$ cat src/rtl/filter_pkg.sv
// Shared types and constants for the IIR filter coefficient path.
package filter_pkg;

    localparam int unsigned COEF_W = 16;

    typedef logic [COEF_W-1:0] coef_t;

    localparam coef_t COEF_A_RST = 16'h0000;
    localparam coef_t COEF_B_RST = 16'hFFFF;

    typedef enum logic {
        IDLE = 1'b0,
        RAMP = 1'b1
    } state_e;

    // Unsigned distance between two coefficients.
    function automatic coef_t coef_dist(input coef_t x, input coef_t y);
        return (x > y) ? coef_t'(x - y) : coef_t'(y - x);
    endfunction

endpackage

$ cat src/rtl/filter_coef_ramp_if.sv
// Target handshake and coefficient outputs of filter_coef_ramp.
interface filter_coef_ramp_if;
    import filter_pkg::*;

    coef_t tgt_b;
    logic  tgt_valid;
    logic  tgt_ready;
    coef_t a;
    coef_t b;
    logic  busy;
    logic  upd;

    modport master (
        output tgt_b,
        output tgt_valid,
        input  tgt_ready,
        input  a,
        input  b,
        input  busy,
        input  upd
    );

    modport slave (
        input  tgt_b,
        input  tgt_valid,
        output tgt_ready,
        output a,
        output b,
        output busy,
        output upd
    );

endinterface

$ cat src/rtl/tick_divider.sv
// Loadable down-counter; zero pulses for one cycle after each wrap through 0.
module tick_divider #(
    parameter int unsigned W = 16
) (
    input  logic         clk,
    input  logic         rst,
    input  logic         load,
    input  logic         en,
    input  logic [W-1:0] reload,
    output logic         zero
);

    logic [W-1:0] cnt_q, cnt_d;
    logic         zero_q, zero_d;

    always_comb begin
        cnt_d  = cnt_q;
        zero_d = 1'b0;
        if (load) begin
            cnt_d = reload;
        end else if (en) begin
            if (cnt_q == '0) begin
                cnt_d  = reload;
                zero_d = 1'b1;
            end else begin
                cnt_d = cnt_q - W'(1);
            end
        end
    end

    always_ff @(posedge clk) begin
        if (rst) begin
            cnt_q  <= '0;
            zero_q <= 1'b0;
        end else begin
            cnt_q  <= cnt_d;
            zero_q <= zero_d;
        end
    end

    assign zero = zero_q;

endmodule

$ cat src/rtl/filter_coef_ramp.sv
// Glides the IIR a/b coefficient pair toward requested b targets (a = FFFF - b).
// FILTER_COEF_RAMP_EXP_EN selects exponential instead of linear glide.
module filter_coef_ramp
    import filter_pkg::*;
#(
    parameter int unsigned DIV_W = 16,
    parameter coef_t       STEP  = 16'd64,
    parameter int unsigned SHIFT = 4
) (
    input  logic             clk,
    input  logic             rst,
    input  logic [DIV_W-1:0] tick_div,
    filter_coef_ramp_if.slave bus
);

    state_e state_q, state_d;
    coef_t  b_q, b_d;
    coef_t  a_q, a_d;
    coef_t  tgt_q, tgt_d;
    coef_t  pend_q, pend_d;
    logic   pend_valid_q, pend_valid_d;
    logic   busy_q, busy_d;
    logic   upd_q, upd_d;
    logic   tgt_ready_q, tgt_ready_d;

    logic   div_load, div_en, div_zero;
    logic   xfer, done;
    coef_t  diff, step_s, move, b_step;

    logic   unused_cfg;
    assign unused_cfg = ^{STEP, SHIFT};

    tick_divider #(.W(DIV_W)) u_div (
        .clk    (clk),
        .rst    (rst),
        .load   (div_load),
        .en     (div_en),
        .reload (tick_div),
        .zero   (div_zero)
    );

    // Candidate next b: one step toward the target, never past it.
    always_comb begin
        diff = coef_dist(b_q, tgt_q);
`ifdef FILTER_COEF_RAMP_EXP_EN
        step_s = diff >> SHIFT;
        if (step_s == '0) begin
            step_s = coef_t'(1);
        end
`else
        step_s = STEP;
`endif
        move   = (step_s < diff) ? step_s : diff;
        b_step = (b_q > tgt_q) ? coef_t'(b_q - move) : coef_t'(b_q + move);
    end

    assign xfer   = bus.tgt_valid && tgt_ready_q;
    assign done   = div_zero && (b_step == tgt_q);
    assign div_en = (state_q == RAMP);

    always_comb begin
        state_d      = state_q;
        b_d          = b_q;
        tgt_d        = tgt_q;
        pend_d       = pend_q;
        pend_valid_d = pend_valid_q;
        upd_d        = 1'b0;
        div_load     = 1'b0;

        unique case (state_q)
            IDLE: begin
                if (xfer && (bus.tgt_b != b_q)) begin
                    tgt_d    = bus.tgt_b;
                    div_load = 1'b1;
                    state_d  = RAMP;
                end
            end
            RAMP: begin
                if (div_zero) begin
                    b_d   = b_step;
                    upd_d = 1'b1;
                end
                if (done) begin
                    // Chain into the pending target, or a same-edge transfer, without leaving RAMP.
                    if (pend_valid_q) begin
                        pend_valid_d = 1'b0;
                        if (pend_q != b_step) begin
                            tgt_d    = pend_q;
                            div_load = 1'b1;
                        end else begin
                            state_d = IDLE;
                        end
                    end else if (xfer && (bus.tgt_b != b_step)) begin
                        tgt_d    = bus.tgt_b;
                        div_load = 1'b1;
                    end else begin
                        state_d = IDLE;
                    end
                end else if (xfer) begin
                    pend_d       = bus.tgt_b;
                    pend_valid_d = 1'b1;
                end
            end
            default: state_d = IDLE;
        endcase

        a_d         = coef_t'(COEF_B_RST - b_d);
        tgt_ready_d = !pend_valid_d;
        // busy also covers the cycle that shows the final coefficient.
        busy_d      = (state_d == RAMP) || upd_d;
    end

    always_ff @(posedge clk) begin
        if (rst) begin
            state_q      <= IDLE;
            b_q          <= COEF_B_RST;
            a_q          <= COEF_A_RST;
            tgt_q        <= COEF_B_RST;
            pend_q       <= COEF_B_RST;
            pend_valid_q <= 1'b0;
            busy_q       <= 1'b0;
            upd_q        <= 1'b0;
            tgt_ready_q  <= 1'b0;
        end else begin
            state_q      <= state_d;
            b_q          <= b_d;
            a_q          <= a_d;
            tgt_q        <= tgt_d;
            pend_q       <= pend_d;
            pend_valid_q <= pend_valid_d;
            busy_q       <= busy_d;
            upd_q        <= upd_d;
            tgt_ready_q  <= tgt_ready_d;
        end
    end

    assign bus.a         = a_q;
    assign bus.b         = b_q;
    assign bus.busy      = busy_q;
    assign bus.upd       = upd_q;
    assign bus.tgt_ready = tgt_ready_q;

endmodule

$ cat src/flat_wrapper.sv
// flat-port wrapper written by rule: the top's interface ports become plain ports
module filter_coef_ramp_flat import filter_pkg::*;
#(
    parameter int unsigned DIV_W = 16,
    parameter coef_t       STEP  = 16'd64,
    parameter int unsigned SHIFT = 4
)
  (clk, rst, tick_div, bus_tgt_b, bus_tgt_valid, bus_tgt_ready, bus_a, bus_b, bus_busy, bus_upd);
  filter_coef_ramp_if bus_i ();
  input  logic clk;
  input  logic rst;
  input  logic [DIV_W-1:0] tick_div;
  input wire logic [$bits(bus_i.tgt_b)-1:0] bus_tgt_b;
  input wire logic [$bits(bus_i.tgt_valid)-1:0] bus_tgt_valid;
  output wire logic [$bits(bus_i.tgt_ready)-1:0] bus_tgt_ready;
  output wire logic [$bits(bus_i.a)-1:0] bus_a;
  output wire logic [$bits(bus_i.b)-1:0] bus_b;
  output wire logic [$bits(bus_i.busy)-1:0] bus_busy;
  output wire logic [$bits(bus_i.upd)-1:0] bus_upd;
  assign bus_i.tgt_b = bus_tgt_b;
  assign bus_i.tgt_valid = bus_tgt_valid;
  assign bus_tgt_ready = bus_i.tgt_ready;
  assign bus_a = bus_i.a;
  assign bus_b = bus_i.b;
  assign bus_busy = bus_i.busy;
  assign bus_upd = bus_i.upd;
  filter_coef_ramp #(.DIV_W(DIV_W), .STEP(STEP), .SHIFT(SHIFT)) u_core (.clk(clk), .rst(rst), .tick_div(tick_div), .bus(bus_i));
endmodule
$ cat config.mk
export PLATFORM = sky130hd
export DESIGN_NAME = filter_coef_ramp_flat
export DESIGN_NICKNAME = d
export VERILOG_FILES = /design/src/rtl/filter_pkg.sv /design/src/rtl/filter_coef_ramp_if.sv /design/src/rtl/tick_divider.sv /design/src/rtl/filter_coef_ramp.sv /design/src/flat_wrapper.sv
export SDC_FILE = /design/constraint.sdc
export NUM_CORES = 1
export LEC_CHECK = 0
export ABC_AREA = 1
export CAP_MARGIN = 20
export CORE_ASPECT_RATIO = 1.2
export CORE_UTILIZATION = 45
export DETAILED_ROUTE_END_ITERATION = 8
export SETUP_SLACK_MARGIN = 0.02
export SYNTH_ARGS = -nofsm -noshare
export SYNTH_HDL_FRONTEND = slang
export SYNTH_SLANG_ARGS = --single-unit
$ cat constraint.sdc
create_clock -name clk -period 6.8 [get_ports clk]
set_input_delay 1.7 -clock clk [delete_from_list [all_inputs] [get_ports clk]]
set_output_delay 1.7 -clock clk [all_outputs]
set_load 0.02 [all_outputs]
; Yosys cells after proc, flatten, opt, wreduce, memory -nomap -nowiden
; Cells that the tools add are included.
[word_totals]
reg_bits = 86
latchBits = 0
mem_bits_rw = 0
mem_bits_ro = 0
out_inout_bits = 35
word_cells = 68
n_memories = 0
[classes]
n_addsub = 6
n_mul = 0
div_mod_pow = 0
magnitude_cmp = 2
eq_ne = 8
shifts = 0
muxes = 28
bitwise = 2
n_reduce_logical = 11
[ops]
columns = operator, count
row1 = $mux 16, 13
row2 = $ne 16x16->1, 3
row3 = $sub 16x16->16, 3
row4 = $pmux 16 s2, 1
row5 = $add 16x16->16, 1
row6 = $eq 16x16->1, 1
row7 = $gt 16x16->1, 1
row8 = $logic_not 16->1, 1
row9 = $lt 7x16->1 const A, 1
row10 = $sub 16x1->16 const B, 1
row11 = $sub 16x16->16 const A, 1
row12 = $mux 1, 12
row13 = $ne 3x3->1 const B, 2
row14 = $logic_and 1x1->1, 4
row15 = $pmux 1 s2, 2
row16 = $reduce_and 4->1, 1
row17 = $reduce_and 3->1, 1
row18 = $reduce_or 3->1, 1
row19 = $ne 2x1->1 const B, 1
row20 = $ne 2x2->1 const B, 1
row21 = $not 1->1, 2
row22 = $reduce_bool 2->1, 1
row23 = $logic_not 1->1, 1
row24 = $logic_or 1x1->1, 1

; Logic depth before layout (Yosys ltp)
; Gate-level depths: netlist of run 1.
[depth]
ltp_word = 13
ltp_mapped = 52
mapped_depth_nobuf = 50

; By module
; A second synthesis of run 1 with hierarchy kept.
[unflattened]
hier_cells = 1381
area_unflattened_um2 = 8294.2
[by_module_without_submodules]
columns = module, n_inst, cells_each, area_each_um2, seq_area_each_um2
row1 = filter_coef_ramp, 1, 1163, 6930.4, 1381.3
row2 = tick_divider, 1, 218, 1363.8, 340.3

; Worst setup path after synthesis of run 1
; OpenSTA, ideal clock, no wires.
[synth_path]
kind = reg-to-reg
start = register u_core.b_q[6], in the netlist u_core.bus.b[6]
end = register u_core.tgt_q[7]
setup_time_ps = 120
arrival_ps = 5729
path_slack_ps = 951
stages_incl_launch_ff = 41
n_path_buf = 3
period_less_slack_ps = 5849
cell_sequence = dfxtp_1 > inv_1 > ha_1 > buf_2 > nand2_4 > inv_2 > a21oi_2 > nand2_1 > nand2_2 > nand2_4 > nand2_4 > inv_2 > buf_6 > nand2_1 > nand2_1 > nor2_1 > nand2_1 > nor2_4 > [... 5 more ...] > o21ai_0 > inv_1 > fa_1 > o21ai_0 > a21oi_1 > or2_2 > o21ai_0 > xnor2_1 > xor2_1 > nor2_1 > nand3_1 > nor2_1 > nand3_2 > nor2_4 > nand3_4 > nand2_4 > buf_2 > o21ai_1
[synth_via]
elab_chain_cells = 10
elab_cells_between_ends = 21
classes_between = add/sub: 4 / order compare: 2 / eq/ne: 8 / mux: 3 / reduce/logical: 4
[synth_rtl]
columns = item, line
row1 = start: declaration, filter_coef_ramp.sv:17  ; coef_t b_q, b_d;
row2 = start signal: assignment, filter_coef_ramp.sv:116  ; b_q <= COEF_B_RST;
row3 = start signal: assignment, filter_coef_ramp.sv:126  ; b_q <= b_d;
row4 = $sub 16x16->16 / $gt 16x16->1 (equally long branches), "filter_pkg.sv:18, filter_coef_ramp.sv:54"
row5 = $mux 16, filter_pkg.sv:18  ; return (x > y) ? coef_t'(x - y) : coef_t'(y - x);
row6 = $lt 7x16->1, filter_coef_ramp.sv:53  ; move = (step_s < diff) ? step_s : diff;
row7 = $mux 16, filter_coef_ramp.sv:53
row8 = $add 16x16->16 / $sub 16x16->16 (equally long branches), filter_coef_ramp.sv:54  ; b_step = (b_q > tgt_q) ? coef_t'(b_q - move) : coef_t'(b_q + move);
row9 = $mux 16, filter_coef_ramp.sv:54
row10 = $ne 16x16->1 / $eq 16x16->1 (equally long branches), "filter_coef_ramp.sv:93, filter_coef_ramp.sv:58"
row11 = $logic_and 1x1->1 (on tied branches), "filter_coef_ramp.sv:93, filter_coef_ramp.sv:58"
row12 = $ne 3x3->1 (no line) / $ne 2x2->1 (equally long branches), n/a
row13 = $reduce_and 4->1 (no line) *, n/a
row14 = end signal: assignment, filter_coef_ramp.sv:128  ; tgt_q <= tgt_d;
row15 = end: declaration, filter_coef_ramp.sv:19  ; coef_t tgt_q, tgt_d;
; Mark *: on every way between the ends. The rest lies on a longest branch, timed or not.
; A chain may end at the register's enable or synchronous reset.

; Worst setup path after layout of run 1
[layout_path]
start = register u_core.b_q[0], in the netlist u_core.bus.b[0]
end = register u_core.tgt_q[13]
; Same word-level chain as after synthesis.

==> metrics, run 1 <==
status finished, final reports clean; Slew @ Worst Pin 1.009 ns; synth unique cells 49; Max Fclk 158.4 MHz; crit path DAT 6.54 ns; Critical Path End Type register; initial antenna violation count 0; fin crit share 92.84%; CTS buffer count 9; Switch Pwr 1.095 mW; setup TNS 0 ns; largest net degree at the start of global routing 38; Mean Syn Cell Area 6.178 um2; post-DP HPWL 20000 um; RSZ-0062 raised after global routing false; internal power 1.368 mW; Netlist Area Pre-Place 7815 um2; RePlAce Congestion 0.9110; Final Util 55.70%; Leakage 5.191 nW; Initial Util 46.20%; wire length per cell 15.83 um; Antenna diodes 0; Port Buffers 69; die span in x 122.3 um; first-pass GRT wire length 38750 um; CTS tree done; Setup Skew 0.008847 ns; max cap viols 0; Nets 1448; clock-pin slew on the worst setup and hold paths 0.07 ns; Ports 70; Setup Slack @ Placement 0.09854 ns; synthesis-stage register bit count 86; peak supply drop 0.1953 mV; Setup CP Type reg -> reg; drt pass-1 iters 5; worst hold-check path type reg -> reg; Slowest-stage cell, CP xor2_1; Syn Inst Count 1265; antenna-violating nets left 0; Placed Area 8880 um2; Worst path max stage delay 0.50 ns; max_slew headroom 32.59%; Startpoint Class register; Async S/R FF share, synth 0%; routed vias/inst 5.088; Layout area overhead 20.57%; Combinational Power Share 55.7%; die area 17900 um2; Sink Count 86; PwrDens 261.3 nW/um2; Ys Warns 0; layout cell share with drive strength beyond 1 9.471%; Top FF cell, synth dfxtp_1; Remaining Overflow, GRT 0; fin area 9423 um2; fin crit period 6.313 ns; Seq pwr share 23.5%; Post-synth EDFFs 0; syn nets 1356; Sw Share 44.45%; clock root cell clkbuf_16; Clock Tree Buf Depth 2; vias in the first global route 7540; DR iter-0 viols 433; Final Hold Fails 0; CP Max Fanout 23; Worst-Skew Late Latency 0.35 ns; Final setup viols 0; Req. time, crit path 7.03 ns; Final Max Slew Viols 0; Core ar. 16920 um2; most frequent CP cell nand2_1; H-tree levels 3; std cell rows 52; GRT Resource Usage Total 28.27%; DRT Wirelength 24980 um; chip height 146.4 um; via count 8029; sequential cell area fraction in the yosys report 22.03%; PnR worst setup slack 0.4867 ns; Clk pwr share 20.8%; DRC errors left 0
-- metal layers --
layer / vias up / global-route usage (%) / routed length [um] / share of wire [%]
met5: - / 0 / 0 / 0
met4: 0 / 10.49 / 793 / 3.2
met3: 45 / 3.828 / 1010 / 4.0
met2: 172 / 49.19 / 12120 / 49
met1: 3634 / 34.82 / 11050 / 44
li1: 4178 / - / - / -
-- placed cells by master (no fill, tap or decap), types with 3 or more instances in the layout --
cell type,count
a21oi_1,62
a21oi_2,3
buf_4,37
clkbuf_16,9
clkdlybuf4s50_1,69
clkinvlp_4,4
dfxtp_1,84
ha_1,45
ha_2,5
ha_4,3
inv_1,205
inv_2,4
mux2_2,11
nand2_1,411
nand2_2,8
nand2_4,4
nand3_1,75
nand3_2,4
nand3b_1,3
nand4_1,24
nor2_1,72
nor3_1,14
nor4_1,4
o211ai_1,20
o21ai_0,47
o21ai_1,18
or2_2,4
xnor2_1,17
xor2_1,45
xor2_2,3
-- through the flow --
step | hold slack (ns) | cells | total power, mW
after floorplan | 0.4410 | 1265 | 1.563
after global placement | 0.4571 | 1553 | 1.875
after detailed placement | 0.4573 | 1553 | 1.872
after CTS | 0.4696 | 1569 | 2.390
after global routing | 0.4835 | 1578 | 2.647
final | 0.4675 | 1578 | 2.462
-- repair_timing --
action                     4_1_cts  5_1_grt
hold buffers                     0        0
buffers inserted                 0        6
resized for setup                0       40
setup endpoints to repair        0       52
-- registers in the layout, indices dropped and copies added, names as in the netlist --
register and flops:
u_core.bus.a 16, u_core.bus.b 16, u_core.pend_q 16, u_core.tgt_q 16, u_core.u_div.cnt_q 16, u_core.bus.busy 1, u_core.bus.tgt_ready 1, u_core.bus.upd 1
u_core.div_en 1, u_core.pend_valid_q 1, u_core.u_div.zero 1
-- critical path: cells and delay by family (launching register included) --
family	cells	cell delay [ns]
AOI/OAI and AO/OA	6	1.05
xor gates and xnor gates	1	0.50
adders and majority gates	4	1.05
buffers and inverters	6	0.69
DFF	1	0.38
and+or+nand+nor	27	2.53
-- final timing paths --
path	cells after the start	from	slack (ns)	endpoint
max	44	u_core.bus.b[0]$_SDFF_PP1_	0.49	u_core.tgt_q[13]$_SDFFE_PP1P_
min	2	u_core.u_div.cnt_q[11]$_SDFFE_PP0P_	0.47	u_core.u_div.cnt_q[11]$_SDFFE_PP0P_
max reg2reg	44	u_core.bus.b[0]$_SDFF_PP1_	0.49	u_core.tgt_q[13]$_SDFFE_PP1P_
min reg2reg	2	u_core.u_div.cnt_q[11]$_SDFFE_PP0P_	0.47	u_core.u_div.cnt_q[11]$_SDFFE_PP0P_
-- final cells by class --
cell class / count / area (um2)
Clock buffer: 10 / 229.0
Clock inverter: 6 / 71.32
Fill cell: 1770 / 7493
Inverter: 214 / 813.3
Multi-Input combinational cell: 935 / 5258
Sequential cell: 86 / 1727
Tap cell: 216 / 270.3
Timing Repair Buffer: 110 / 1047
Timing Repair inverter: 1 / 7.507
-- kinds of logic (layout without fill, tap and decap cells) --
group           count (synthesis)  count (layout)  synth area share, %
simple gates                  637             637                35.37
buf+inv                       244             341                12.46
xor+xnor                       67              67                7.509
fa+ha+maj                      56              56                9.254
flops                          86              86                22.03
compound gates                164             164                11.80
mux                            11              11                1.585
-- cell usage after synthesis (all sizes together) (2+ instances only) --
cell type / number / area share (%)
a211oi: 2 / 0.19
a21o: 2 / 0.19
a21oi: 65 / 4.2
and2: 2 / 0.16
buf: 19 / 1.6
clkbuf: 11 / 0.53
clkinv: 2 / 0.11
dfxtp: 86 / 22
fa: 3 / 0.77
ha: 53 / 8.5
inv: 212 / 10
mux2: 11 / 1.6
nand2: 424 / 21
nand3: 81 / 5.7
nand3b: 3 / 0.29
nand4: 25 / 2.1
nor2: 77 / 4.1
nor3: 15 / 1.1
nor4: 5 / 0.48
o2111ai: 2 / 0.22
o211ai: 20 / 1.9
o21ai: 66 / 4.2
o21bai: 2 / 0.34
or2: 4 / 0.32
xnor2: 19 / 2.1
xor2: 48 / 5.4
-- power groups by stage --
stage,registers [mW],clock network [mW],logic [mW]
floorplan,0.584,0,0.980
global placement,0.588,0,1.29
detailed placement,0.588,0,1.28
CTS,0.578,0.519,1.29
global route,0.584,0.541,1.52
finish,0.579,0.513,1.37
Power figures use the tool's default switching activity.
==> run 2, diff against run 1 <==
--- a/config.mk
+++ b/config.mk
@@ -9,6 +9,7 @@
 export CAP_MARGIN = 20
 export CORE_ASPECT_RATIO = 1.2
 export CORE_UTILIZATION = 45
+export CTS_CLUSTER_DIAMETER = 150
 export DETAILED_ROUTE_END_ITERATION = 8
 export SETUP_SLACK_MARGIN = 0.02
 export SYNTH_ARGS = -nofsm -noshare
==> constraint.sdc (replaced) <==
create_clock -name clk -period 7.8 [get_ports clk]
set_input_delay 1.95 -clock clk [delete_from_list [all_inputs] [get_ports clk]]
set_output_delay 1.95 -clock clk [all_outputs]
set_load 0.02 [all_outputs]
==> metrics, run 2 (synthesized netlist as in run 1, its figures left out) <==
status finished, final reports clean; GRT Resource Usage Total 28.04% (-0.23 points); DRT Wirelength 24650 um (-1.3%); Antenna diodes 0 (unchanged); PwrDens 227.7 nW/um2 (-13%); r2r endpoint u_core.u_div.cnt_q[1]$_SDFFE_PP0P_; Port Buffers 69 (unchanged); Worst path max stage delay 0.56 ns (+0.06 ns); fin crit share 92.72% (-0.13 points); via count 8066 (+0.46%); DRC errors left 0 (unchanged); Initial Util 46.20% (unchanged); Core ar. 16920 um2 (unchanged); CP Max Fanout 25 (+8.7%); DR iter-0 viols 596 (+38%); Startpoint Class register; worst path bufs/invs 5 (-1); Max Fclk 138.3 MHz (-13%); chip height 146.4 um (unchanged); Sink Count 86 (unchanged); Final setup viols 0 (unchanged); Final Power 2.069 mW (-16%); max_slew headroom 32.57% (about the same); antenna-violating nets left 0 (unchanged); Setup crit end u_core.u_div.cnt_q[1]$_SDFFE_PP0P_; std cell rows 52 (unchanged); Ports 70 (unchanged); layout cell share with drive strength beyond 1 5.904% (-3.6 points); CTS buffer count 9 (unchanged); Seq pwr share 24.4% (+0.9 points); routed vias/inst 5.190 (+2.0%); max cap viols 0 (unchanged); Req. time, crit path 8.09 ns (+1.06 ns); Remaining Overflow, GRT 0 (unchanged); peak supply drop 0.1435 mV (-27%); stages on the worst setup path 41 (-6.8%); wire length per cell 15.86 um (+0.20%); worst reg2reg path depth 41 (-6.8%); Nets 1424 (-1.7%); first-pass GRT wire length 38610 um (-0.37%); vias in the first global route 7473 (-0.89%); Final Util 53.74% (-2.0 points); most frequent CP cell nand2_1; initial antenna violation count 0 (unchanged); Clk pwr share 21.6% (+0.8 points); CP startpoint u_core.bus.b[14]$_SDFF_PP1_; H-tree levels 3 (unchanged); internal power 1.139 mW (-17%); dpl cells 1536 (-1.1%); Post-Layout Cell Count 1554 (-1.5%); RePlAce Congestion 0.9861 (+8.2%); fin crit period 7.232 ns (+0.9187 ns); most frequent cells in the layout nand2_1 (413), inv_1 (208), dfxtp_1 (86); flop2flop setup slack 0.57 ns (+0.08 ns); Clock Tree Buf Depth 2 (unchanged); die area 17900 um2 (unchanged); Final Hold Fails 0 (unchanged); Sw Share 44.98% (+0.52 points); Layout area overhead 16.31%; Switch Pwr 0.9307 mW (-15%); RSZ-0062 raised after global routing false; largest net degree at the start of global routing 38 (unchanged); most common cell after layout, fill and taps aside nand2_1; Critical Path End Type register; clock-pin slew on the worst setup and hold paths 0.07 ns (about the same); Top Family by Delay on Critical Path simple AND/OR/NAND/NOR gates; filler instances 1780 (+0.56%); Slowest-stage cell, CP xnor2_1; Final Max Slew Viols 0 (unchanged); Worst-Skew Late Latency 0.35 ns (about the same); Setup CP Type reg -> reg; die span in x 122.3 um (unchanged); Combinational Power Share 54.0% (-1.7 points); post-DP HPWL 19700 um (-1.5%); FF-to-FF Start u_core.bus.b[14]$_SDFF_PP1_; CTS tree done; clock root cell clkbuf_16; Leakage 5.075 nW (-2.2%); crit path DAT 7.52 ns (+0.98 ns); Slew @ Worst Pin 1.009 ns (+0.0002994 ns); worst hold-check path type reg -> reg; drt pass-1 iters 6 (+1); setup TNS 0 ns (unchanged); Setup Skew 0.01059 ns (+0.001747 ns)
-- run 2: cell types whose count changed in the layout (fill, tap and decap cells not counted), sizes merged --
cell,before,now
buf,41,18
clkinvlp,4,2
inv,212,213
-- run 2: repair_timing --
| action | CTS | global route |
|---|---|---|
| setup buffers | 0 | 0 |
| hold buffers | 0 | 0 |
| gates resized for setup | 0 | 2 |
| hold endpoints to repair | 0 | 0 |
| endpoints found under the setup margin | 0 | 6 |
-- run 2: area by class of cell --
class	count	area [um2]	area share (%)
inverters	214	804.5	8.851
flip-flops and latches	86	1722	18.94
clock inverters	6	71.32	0.7846
multi-input cells	935	5135	56.49
repair buffers	87	858.3	9.443
clock buffers	10	229.0	2.519
well taps	216	270.3	2.973
-- run 2: worst reg2reg max path, delay by kind of cell (launching register included) --
| family | cells | cell delay, ns |
|---|---|---|
| adders and majority gates | 3 | 0.89 |
| AOI/OAI and AO/OA | 3 | 0.68 |
| DFF | 1 | 0.49 |
| buffers and inverters | 5 | 0.70 |
| xor gates and xnor gates | 2 | 0.69 |
| and+or+nand+nor | 28 | 3.71 |
-- run 2: per-stage QoR --
stage	worst slack, ns	hold slack [ns]	cell area (um2)
global placement	0.7709	0.4563	8740
floorplan	1.951	0.4410	7815
global route	0.02860	0.4942	9090
CTS	0.5825	0.4747	9040
detailed placement	0.6061	0.4628	8740
finish	0.5680	0.4758	9090
-- run 2: layer usage --
layer / wire length, um / global-route usage [%]
met2: 11880 / 47.50
met5: 0 / 0
met1: 10850 / 35.60
met3: 1224 / 4.219
met4: 692 / 9.878
-- run 2: power groups by stage --
stage	Sequential, mW	Clock (mW)	Combinational (mW)
global placement	0.514	0	1.10
finish	0.504	0.447	1.12
CTS	0.504	0.454	1.10
global route	0.510	0.472	1.25
detailed placement	0.514	0	1.09
floorplan	0.509	0	0.854
-- run 2: how the worst min path moves through the flow --
stage,from,slack [ns],endpoint,cells past startpoint
final,u_core.u_div.cnt_q[1]$_SDFFE_PP0P_,0.48,u_core.u_div.cnt_q[1]$_SDFFE_PP0P_,2
after global routing,u_core.u_div.cnt_q[9]$_SDFFE_PP0P_,0.49,u_core.u_div.cnt_q[9]$_SDFFE_PP0P_,2
after CTS,u_core.u_div.cnt_q[1]$_SDFFE_PP0P_,0.47,u_core.u_div.cnt_q[1]$_SDFFE_PP0P_,2
after detailed placement,u_core.u_div.cnt_q[1]$_SDFFE_PP0P_,0.46,u_core.u_div.cnt_q[1]$_SDFFE_PP0P_,2
after global placement,u_core.pend_q[2]$_SDFFE_PP1P_,0.46,u_core.pend_q[2]$_SDFFE_PP1P_,2
after floorplan,u_core.u_div.cnt_q[11]$_SDFFE_PP0P_,0.44,u_core.u_div.cnt_q[11]$_SDFFE_PP0P_,2
==> run 3, diff against run 2 <==
--- a/config.mk
+++ b/config.mk
@@ -8,7 +8,7 @@
 export ABC_AREA = 1
 export CAP_MARGIN = 20
 export CORE_ASPECT_RATIO = 1.2
-export CORE_UTILIZATION = 45
+export CORE_UTILIZATION = 40
 export CTS_CLUSTER_DIAMETER = 150
 export DETAILED_ROUTE_END_ITERATION = 8
 export SETUP_SLACK_MARGIN = 0.02
==> constraint.sdc (replaced) <==
create_clock -name clk -period 9.01 [get_ports clk]
set_input_delay 0.901 -clock clk [delete_from_list [all_inputs] [get_ports clk]]
set_output_delay 0.901 -clock clk [all_outputs]
set_load 0.02 [all_outputs]
==> metrics, run 3 (synthesized netlist as in run 1, its figures left out) <==
CTS buffer count 9 (unchanged); Placed Area 8672 um2 (-0.77%); Worst path max stage delay 0.53 ns (-0.03 ns); RSZ-0062 raised after global routing false; peak supply drop 0.1136 mV (-21%); dpl cells 1562 (+1.7%); Setup Skew 0.008250 ns (-0.002344 ns); H-tree levels 3 (unchanged); layout cell share with drive strength beyond 1 4.614% (-1.3 points); Post-CTS Setup Inserts 0 (unchanged); Slew @ Worst Pin 1.011 ns (+0.001598 ns); Top Family by Delay on Critical Path simple AND/OR/NAND/NOR gates; max cap viols 0 (unchanged); CP Max Fanout 25 (unchanged); DRT Wirelength 24240 um (-1.6%); setup TNS 0 ns (unchanged); most frequent cells in the layout nand2_1 (413), inv_1 (208), dfxtp_1 (86); chip height 155.1 um (+6.0%); post-cts resize count 0 (unchanged); wire length per cell 15.36 um (-3.1%); drt pass-1 iters 6 (unchanged); CTS tree done; Switch Pwr 0.7912 mW (-15%); fin crit share 83.82% (-8.9 points); std cell rows 55 (+5.8%); Clock Tree Buf Depth 2 (unchanged); GRT Resource Usage Total 24.88% (-3.2 points); Remaining Overflow, GRT 0 (unchanged); Post-Layout Cell Count 1578 (+1.5%); routed vias/inst 5.087 (-2.0%); Final Hold Fails 0 (unchanged); die area 20100 um2 (+12%); clock-pin slew on the worst setup and hold paths 0.06 ns (about the same); first-pass GRT wire length 39050 um (+1.2%); Sink Count 86 (unchanged); Hold Buf Count CTS 0 (unchanged); vias in the first global route 7568 (+1.3%); antenna-violating nets left 0 (unchanged); via count 8028 (-0.47%); largest net degree at the start of global routing 46 (+21%); Seq pwr share 24.5% (about the same); Leakage 5.007 nW (-1.3%); RePlAce Congestion 0.9500 (-3.7%); Combinational Power Share 53.3% (-0.7 points); internal power 1.004 mW (-12%); PwrDens 199.8 nW/um2 (-12%); Final setup viols 0 (unchanged); crit path DAT 7.76 ns (+0.24 ns); clock root cell clkbuf_16; Critical Path End Type register; fin crit period 7.553 ns (+0.3206 ns); Max Fclk 132.4 MHz (-4.2%); die span in x 129.6 um (+6.0%); most common cell after layout, fill and taps aside nand2_1; Startpoint Class register; DR iter-0 viols 625 (+4.9%); status finished, final reports clean; max_slew headroom 32.46% (-0.11 points); DRC errors left 0 (unchanged); Initial Util 41.15% (-5.1 points); most frequent CP cell nand2_1; Final Max Slew Viols 0 (unchanged); Core ar. 18990 um2 (+12%); filler instances 2099 (+18%); initial antenna violation count 0 (unchanged); worst path bufs/invs 6 (+1); Antenna diodes 0 (unchanged); fin area 8984 um2 (-1.2%); Setup CP Type reg -> reg; Ports 70 (unchanged); post-DP HPWL 19530 um (-0.86%); register area 1722 um2 (unchanged); Nets 1409 (-1.1%); Layout area overhead 14.95%; Port Buffers 69 (unchanged); Req. time, crit path 9.22 ns (+1.13 ns); Worst-Skew Late Latency 0.35 ns (about the same); Clk pwr share 22.3% (+0.7 points); worst hold-check path type reg -> reg; Sw Share 44.08% (-0.90 points); area of the multi-input gates 5120 um2 (-0.29%); Slowest-stage cell, CP dfxtp_1
==> run 3: metrics by stage <==
| step | total power [mW] | utilization [%] | hold WS [ns] | setup WS [ns] |
|---|---|---|---|---|
| final | 1.795 | 47.30 | 0.4795 | 1.457 |
| after global routing | 1.937 | 47.30 | 0.5007 | 0.6724 |
| after CTS | 1.793 | 47.26 | 0.4765 | 1.465 |
| after detailed placement | 1.387 | 45.66 | 0.4637 | 1.567 |
| after global placement | 1.388 | 45.66 | 0.4593 | 1.622 |
| after floorplan | 1.180 | - | 0.4410 | 3.161 |
==> run 3: area by class of cell <==
type	instances	area share, %
Multi-Input combinational cell	935	56.99
Clock inverter	5	0.8357
Inverter	214	8.955
Sequential cell	86	19.16
Clock buffer	10	2.549
Timing Repair Buffer	72	7.939
Tap cell	256	3.565
==> run 3: path summary, 6_finish.rpt <==
check | start | end | slack, ns | cells past startpoint
setup / recovery | u_core.bus.b[8]$_SDFF_PP1_ | u_core.pend_q[11]$_SDFFE_PP1P_ | 1.46 | 36
hold / removal | u_core.u_div.cnt_q[9]$_SDFFE_PP0P_ | u_core.u_div.cnt_q[9]$_SDFFE_PP0P_ | 0.48 | 2
setup reg to reg | u_core.bus.b[8]$_SDFF_PP1_ | u_core.pend_q[11]$_SDFFE_PP1P_ | 1.46 | 36
hold reg to reg | u_core.u_div.cnt_q[9]$_SDFFE_PP0P_ | u_core.u_div.cnt_q[9]$_SDFFE_PP0P_ | 0.48 | 2
==> run 3: layer usage <==
layer	vias to the layer above	global-route usage [%]	routed length [um]	share of wire, %
met5	-	0	0	0
met4	0	8.638	659	2.7
met3	46	2.235	1038	4.3
met2	221	43.42	11920	49
met1	3678	31.69	10620	44
li1	4083	-	-	-
==> run 3: tightest hold or removal path, delay by kind of cell (launching register included) <==
| family | cells | cell delay (ns) |
|---|---|---|
| and+or+nand+nor | 2 | 0.11 |
| DFF | 1 | 0.32 |
==> run 3: power by group through the flow <==
stage / sequential (mW) / combinational (mW) / clock (mW)
floorplan: 0.440 / 0.739 / 0
global placement: 0.446 / 0.942 / 0
detailed placement: 0.446 / 0.941 / 0
CTS: 0.438 / 0.950 / 0.405
global route: 0.442 / 1.07 / 0.420
finish: 0.439 / 0.956 / 0.400
